**src/rtl/uart_receiver.sv**
```systemverilog
// uart_receiver: oversampling serial-to-parallel receive stage.
// Frame: idle-high line, one start bit (0), DATA_BITS data bits LSB first,
// one stop bit (1), SAMPLES_PER_BIT clocks per bit. The start bit is confirmed
// at its midpoint, after which every sample is taken one full bit later so it
// lands mid-bit. A good stop bit publishes the character; a bad one reports a
// framing error and waits for the line to return high before re-arming.
module uart_receiver #(
  parameter int SAMPLES_PER_BIT = 16,
  parameter int DATA_BITS       = 8
) (
  input  logic                 clk,
  input  logic                 rst,
  input  logic                 serial_in,
  input  logic                 receive_enable,
  output logic [DATA_BITS-1:0] data_out,
  output logic                 character_received,
  output logic                 framing_error,
  output logic                 rx_busy
);

  localparam int CW = $clog2(SAMPLES_PER_BIT);
  localparam int BW = $clog2(DATA_BITS) + 1;

  localparam logic [CW-1:0] HALF_LAST = CW'(SAMPLES_PER_BIT / 2 - 1);
  localparam logic [CW-1:0] FULL_LAST = CW'(SAMPLES_PER_BIT - 1);
  localparam logic [BW-1:0] BIT_LAST  = BW'(DATA_BITS - 1);

  typedef enum logic [2:0] {
    IDLE,
    START,
    DATA,
    STOP,
    WAIT_IDLE
  } state_t;

  state_t               r_state;
  logic                 r_sync1;
  logic                 r_sync2;
  logic [CW-1:0]        r_sample_cnt;
  logic [BW-1:0]        r_bit_cnt;
  logic [DATA_BITS-1:0] r_shift;
  logic [DATA_BITS-1:0] r_data_out;
  logic                 r_char_rcvd;
  logic                 r_framing_err;
  logic                 w_s_in;

  assign w_s_in             = r_sync2;
  assign data_out           = r_data_out;
  assign character_received = r_char_rcvd;
  assign framing_error      = r_framing_err;
  assign rx_busy            = (r_state != IDLE);

  // Two-flop synchronizer for the asynchronous serial line; resets to idle-high.
  always_ff @(posedge clk) begin
    if (!rst) begin
      r_sync1 <= 1'b1;
      r_sync2 <= 1'b1;
    end else begin
      r_sync1 <= serial_in;
      r_sync2 <= r_sync1;
    end
  end

  // Receive FSM: start validation, mid-bit sampling, stop check, one-clock result pulses.
  always_ff @(posedge clk) begin
    if (!rst) begin
      r_state       <= IDLE;
      r_sample_cnt  <= '0;
      r_bit_cnt     <= '0;
      r_shift       <= '0;
      r_data_out    <= '0;
      r_char_rcvd   <= 1'b0;
      r_framing_err <= 1'b0;
    end else begin
      r_char_rcvd   <= 1'b0;
      r_framing_err <= 1'b0;
      if (!receive_enable && r_state != IDLE) begin
        // Abort: drop the partial frame, keep the last good character.
        r_state      <= IDLE;
        r_sample_cnt <= '0;
        r_bit_cnt    <= '0;
      end else begin
        case (r_state)
          IDLE: begin
            if (receive_enable && !w_s_in) begin
              r_state      <= START;
              r_sample_cnt <= '0;
            end
          end
          START: begin
            if (r_sample_cnt == HALF_LAST) begin
              r_sample_cnt <= '0;
              r_bit_cnt    <= '0;
              // A line that is high again at mid-start was only a glitch.
              r_state      <= w_s_in ? IDLE : DATA;
            end else begin
              r_sample_cnt <= r_sample_cnt + 1'b1;
            end
          end
          DATA: begin
            if (r_sample_cnt == FULL_LAST) begin
              r_shift      <= {w_s_in, r_shift[DATA_BITS-1:1]};
              r_sample_cnt <= '0;
              r_bit_cnt    <= r_bit_cnt + 1'b1;
              if (r_bit_cnt == BIT_LAST) begin
                r_state <= STOP;
              end
            end else begin
              r_sample_cnt <= r_sample_cnt + 1'b1;
            end
          end
          STOP: begin
            if (r_sample_cnt == FULL_LAST) begin
              r_sample_cnt <= '0;
              if (w_s_in) begin
                r_data_out  <= r_shift;
                r_char_rcvd <= 1'b1;
                r_state     <= IDLE;
              end else begin
                r_framing_err <= 1'b1;
                r_state       <= WAIT_IDLE;
              end
            end else begin
              r_sample_cnt <= r_sample_cnt + 1'b1;
            end
          end
          WAIT_IDLE: begin
            // A line held low after a bad stop bit must not look like a new start.
            if (w_s_in) begin
              r_state <= IDLE;
            end
          end
          default: begin
            r_state <= IDLE;
          end
        endcase
      end
    end
  end

endmodule

```
**config.mk**
```make
export PLATFORM = sky130hd
export DESIGN_NAME = uart_receiver
export DESIGN_NICKNAME = d
export VERILOG_FILES = /design/src/rtl/uart_receiver.sv
export SDC_FILE = /design/constraint.sdc
export NUM_CORES = 1
export LEC_CHECK = 0
export ABC_AREA = 0
export CAP_MARGIN = 20
export CORE_AREA = 5 5 56 58
export CTS_CLUSTER_SIZE = 20
export DETAILED_ROUTE_END_ITERATION = 10
export DIE_AREA = 0 0 61 63
export MAX_ROUTING_LAYER = met4
export PLACE_DENSITY = 0.9
export SKIP_LAST_GASP = 1
export SYNTH_ARGS = -nofsm -noshare
export SYNTH_HDL_FRONTEND = slang
export SYNTH_SLANG_ARGS = --single-unit
```
**constraint.sdc**
```tcl
create_clock -name clk -period 2.5 [get_ports clk]
set_input_delay 0.5 -clock clk [delete_from_list [all_inputs] [get_ports clk]]
set_output_delay 0.5 -clock clk [all_outputs]
set_load 0.02 [all_outputs]
```
==> reports/metrics.cfg <==
[run_status]
status=completed

[detailed_routing]
vias_per_cell=5.64
drt-total-wl_mm=2.86
drt-initial-drc-count=61
postRouteAntennaNets=0
vias=1190
remaining_drc_errors=0
drt_pass1_iterations=4
wl_per_cell_um=13.6

[synthesis]
synth_top_family_by_area=simple AND/OR/NAND/NOR gates
synth_xor_area_frac=0
async_flop_share=0
ys_seq_area_frac=0.428
synth_nets=173
synth-seq-cells=31
synth_common_cells=dfxtp_1 (31), nand3_1 (23), nand2_1 (21)
yosysMostFrequentCell=dfxtp_1
yosys.area_share.simple=0.311
synth.avg_cell_area_um2=8.68
synth_warnings=0
synth.top_cells.by_area=dfxtp_1 (43%), nand3_1 (7.9%), nand2_1 (5.4%)
synthMuxAreaShare=0.0138
yosys.area.top_type=dfxtp_1
synth_cells=167
synth_compound_area_frac=0.154
synth_cell_types=40
synth_edf_count=0
syn_area_um2=1450
synth_top_area_frac=0.428
ys_dominant_reg_cell=dfxtp_1
synthAdderAreaFrac=0.0173

[die]
top_level_ports=15
die_area_um2=3840
row_count=19
core-area_um2=2620
initial_core_util=0.555
die_w_um=61
die_y_um=63

[power_and_ir_drop]
powerDensity_nw_per_um2=570
power.switching_uw=194
total_leakage_power_nw=0.584
peakVddDrop_mv=0.520
swShare=0.207
power_frac_comb=0.033
power.share.clock=0.437
seqPwrFrac=0.530
cellInternalPower_uw=745

[critical_path]
cp-start-kind=register
slowest_stage=clkdlybuf4s50_1
cp_cell_sequence=or3_4 > clkdlybuf4s50_1
cp.arrival_ps=1800
cp.required_ps=2000
cp_top_family=buffers and inverters
cp_num_buf_inv=1
crit_type=register to output port
cpPeakStageDelay_ps=550
crit_fanout=14
end_kind=output port

[global_route]
grt_pass1_vias=1043
grt_use_total=0.168
overflow=0
grt_start_max_net_pins=26
grt_pass1_wl_mm=4.78
antenna_found_initial=0

[cells_and_area]
fin_nets=185
drive_gt1_frac=0.117
area_growth_syn_to_layout_pct=13.7
nFillCells=234
antenna_cells=0

[clock_network]
cts_root_buffer=clkbuf_4
numCtsBuffers=5
numClockSinks=31
cts_tree=yes
cts.clk_slew.worst_paths_ps=100
cts-resized-gates=0
postCtsHoldBufs=0
cts_max_level=2
postCtsSetupBuffers=0
cts.path.max_buffers=2
clock_latency_ps=330

[timing]
maxSlewHeadroom=0.712
fin_setup_tns_ps=0
rsz0062_at_grt=false
setup_violations=0
hold_violations=0
tightest_slew_ps=431
drv_slew=0
hold_slack_ps=423
fmax_ghz=0.435
period_needed_ps=2300
period_share=0.919
fin_skew_ps=10.7

[placement]
portBuffers=14
gp_congestion=0.877
place_hpwl_mm=2.00

[run]
cap_violations=0

[min_path]
hold_path_class=register to register

## registers in the layout (all words and copies together) (netlist names)
signal / cells
character_received: 1
r_sync2: 1
r_sample_cnt: 4
data_out: 8
r_state: 3
r_shift: 8
framing_error: 1
r_sync1: 1
r_bit_cnt: 4
## stage by stage
stage	cell area (um^2)	instances	setup WS, ps	power, mW	utilization
global route	1650	211	142	0.972	0.631
CTS	1650	211	195	0.943	0.631
finish	1650	211	203	0.939	0.631
detailed placement	1560	203	363	0.540	0.598
global placement	1560	203	455	0.539	0.598
floorplan	1450	167	914	0.533	-
## logic make-up (layout without fill, tap and decap cells)
group	Yosys count	count (layout)
adders and majority gates	2	2
muxes	2	2
buffers and inverters	17	30
AOI/OAI and AO/OA	34	34
and+or+nand+nor	81	81
DFF	31	31
## placed cells by master (no fill, tap or decap), types with 3 or more instances in the layout
cell	netlist	final
nand2b_1	4	4
nand3_1	23	23
nor2_1	9	9
dfxtp_1	31	31
o21ai_0	9	9
nand3b_1	3	3
buf_4	1	4
nor3_1	4	4
inv_1	4	4
clkdlybuf4s50_1	0	14
a21oi_1	8	8
clkbuf_4	0	5
nand2_1	21	21
a21boi_0	7	7
## power groups by stage
stage | registers, mW | logic, mW | clock network, mW
6_report | 0.498 | 0.0311 | 0.410
5_1_grt | 0.499 | 0.0339 | 0.440
4_1_cts | 0.498 | 0.0309 | 0.414
3_5_place_dp | 0.510 | 0.0309 | 0
3_3_place_gp | 0.509 | 0.0298 | 0
2_1_floorplan | 0.508 | 0.0248 | 0
## worst register-to-register path, stage by stage (launching register included)
cell	delay (ps)
dfxtp_1	390
ha_1	380
nand3b_4	190
or3_1	520
mux2i_1	190
nor2b_1	60
## layer usage
layer  up-vias  track usage  part of all wire
met5         -            -                 0
met4         0       0.0894             0.025
met3        13       0.0475             0.050
met2        32        0.230              0.47
met1       539        0.218              0.46
li1        606            -                 -
## area by class of cell
type | count | area, um^2 | share of cell area
inverter | 4 | 15.0 | 0.00910
tap | 31 | 38.8 | 0.0235
clock buffer | 6 | 51.3 | 0.0311
sequential | 31 | 621 | 0.376
multi-input combinational | 119 | 718 | 0.436
clock inverter | 2 | 35.0 | 0.0212
timing repair buffer | 18 | 170 | 0.103
## path summary, 6_finish.rpt
kind | startpoint | to | slack, ps | cells after the start
max reg2reg | r_sample_cnt[0]$_SDFFE_PP0P_ | r_shift[7]$_SDFFE_PN0P_ | 690 | 5
min | r_sync1$_SDFF_PN1_ | r_sync2$_SDFF_PN1_ | 420 | 1
min reg2reg | r_sync1$_SDFF_PN1_ | r_sync2$_SDFF_PN1_ | 420 | 1
max | r_state[1]$_SDFFE_PP0P_ | rx_busy | 200 | 2
Power figures use the tool's default switching activity.
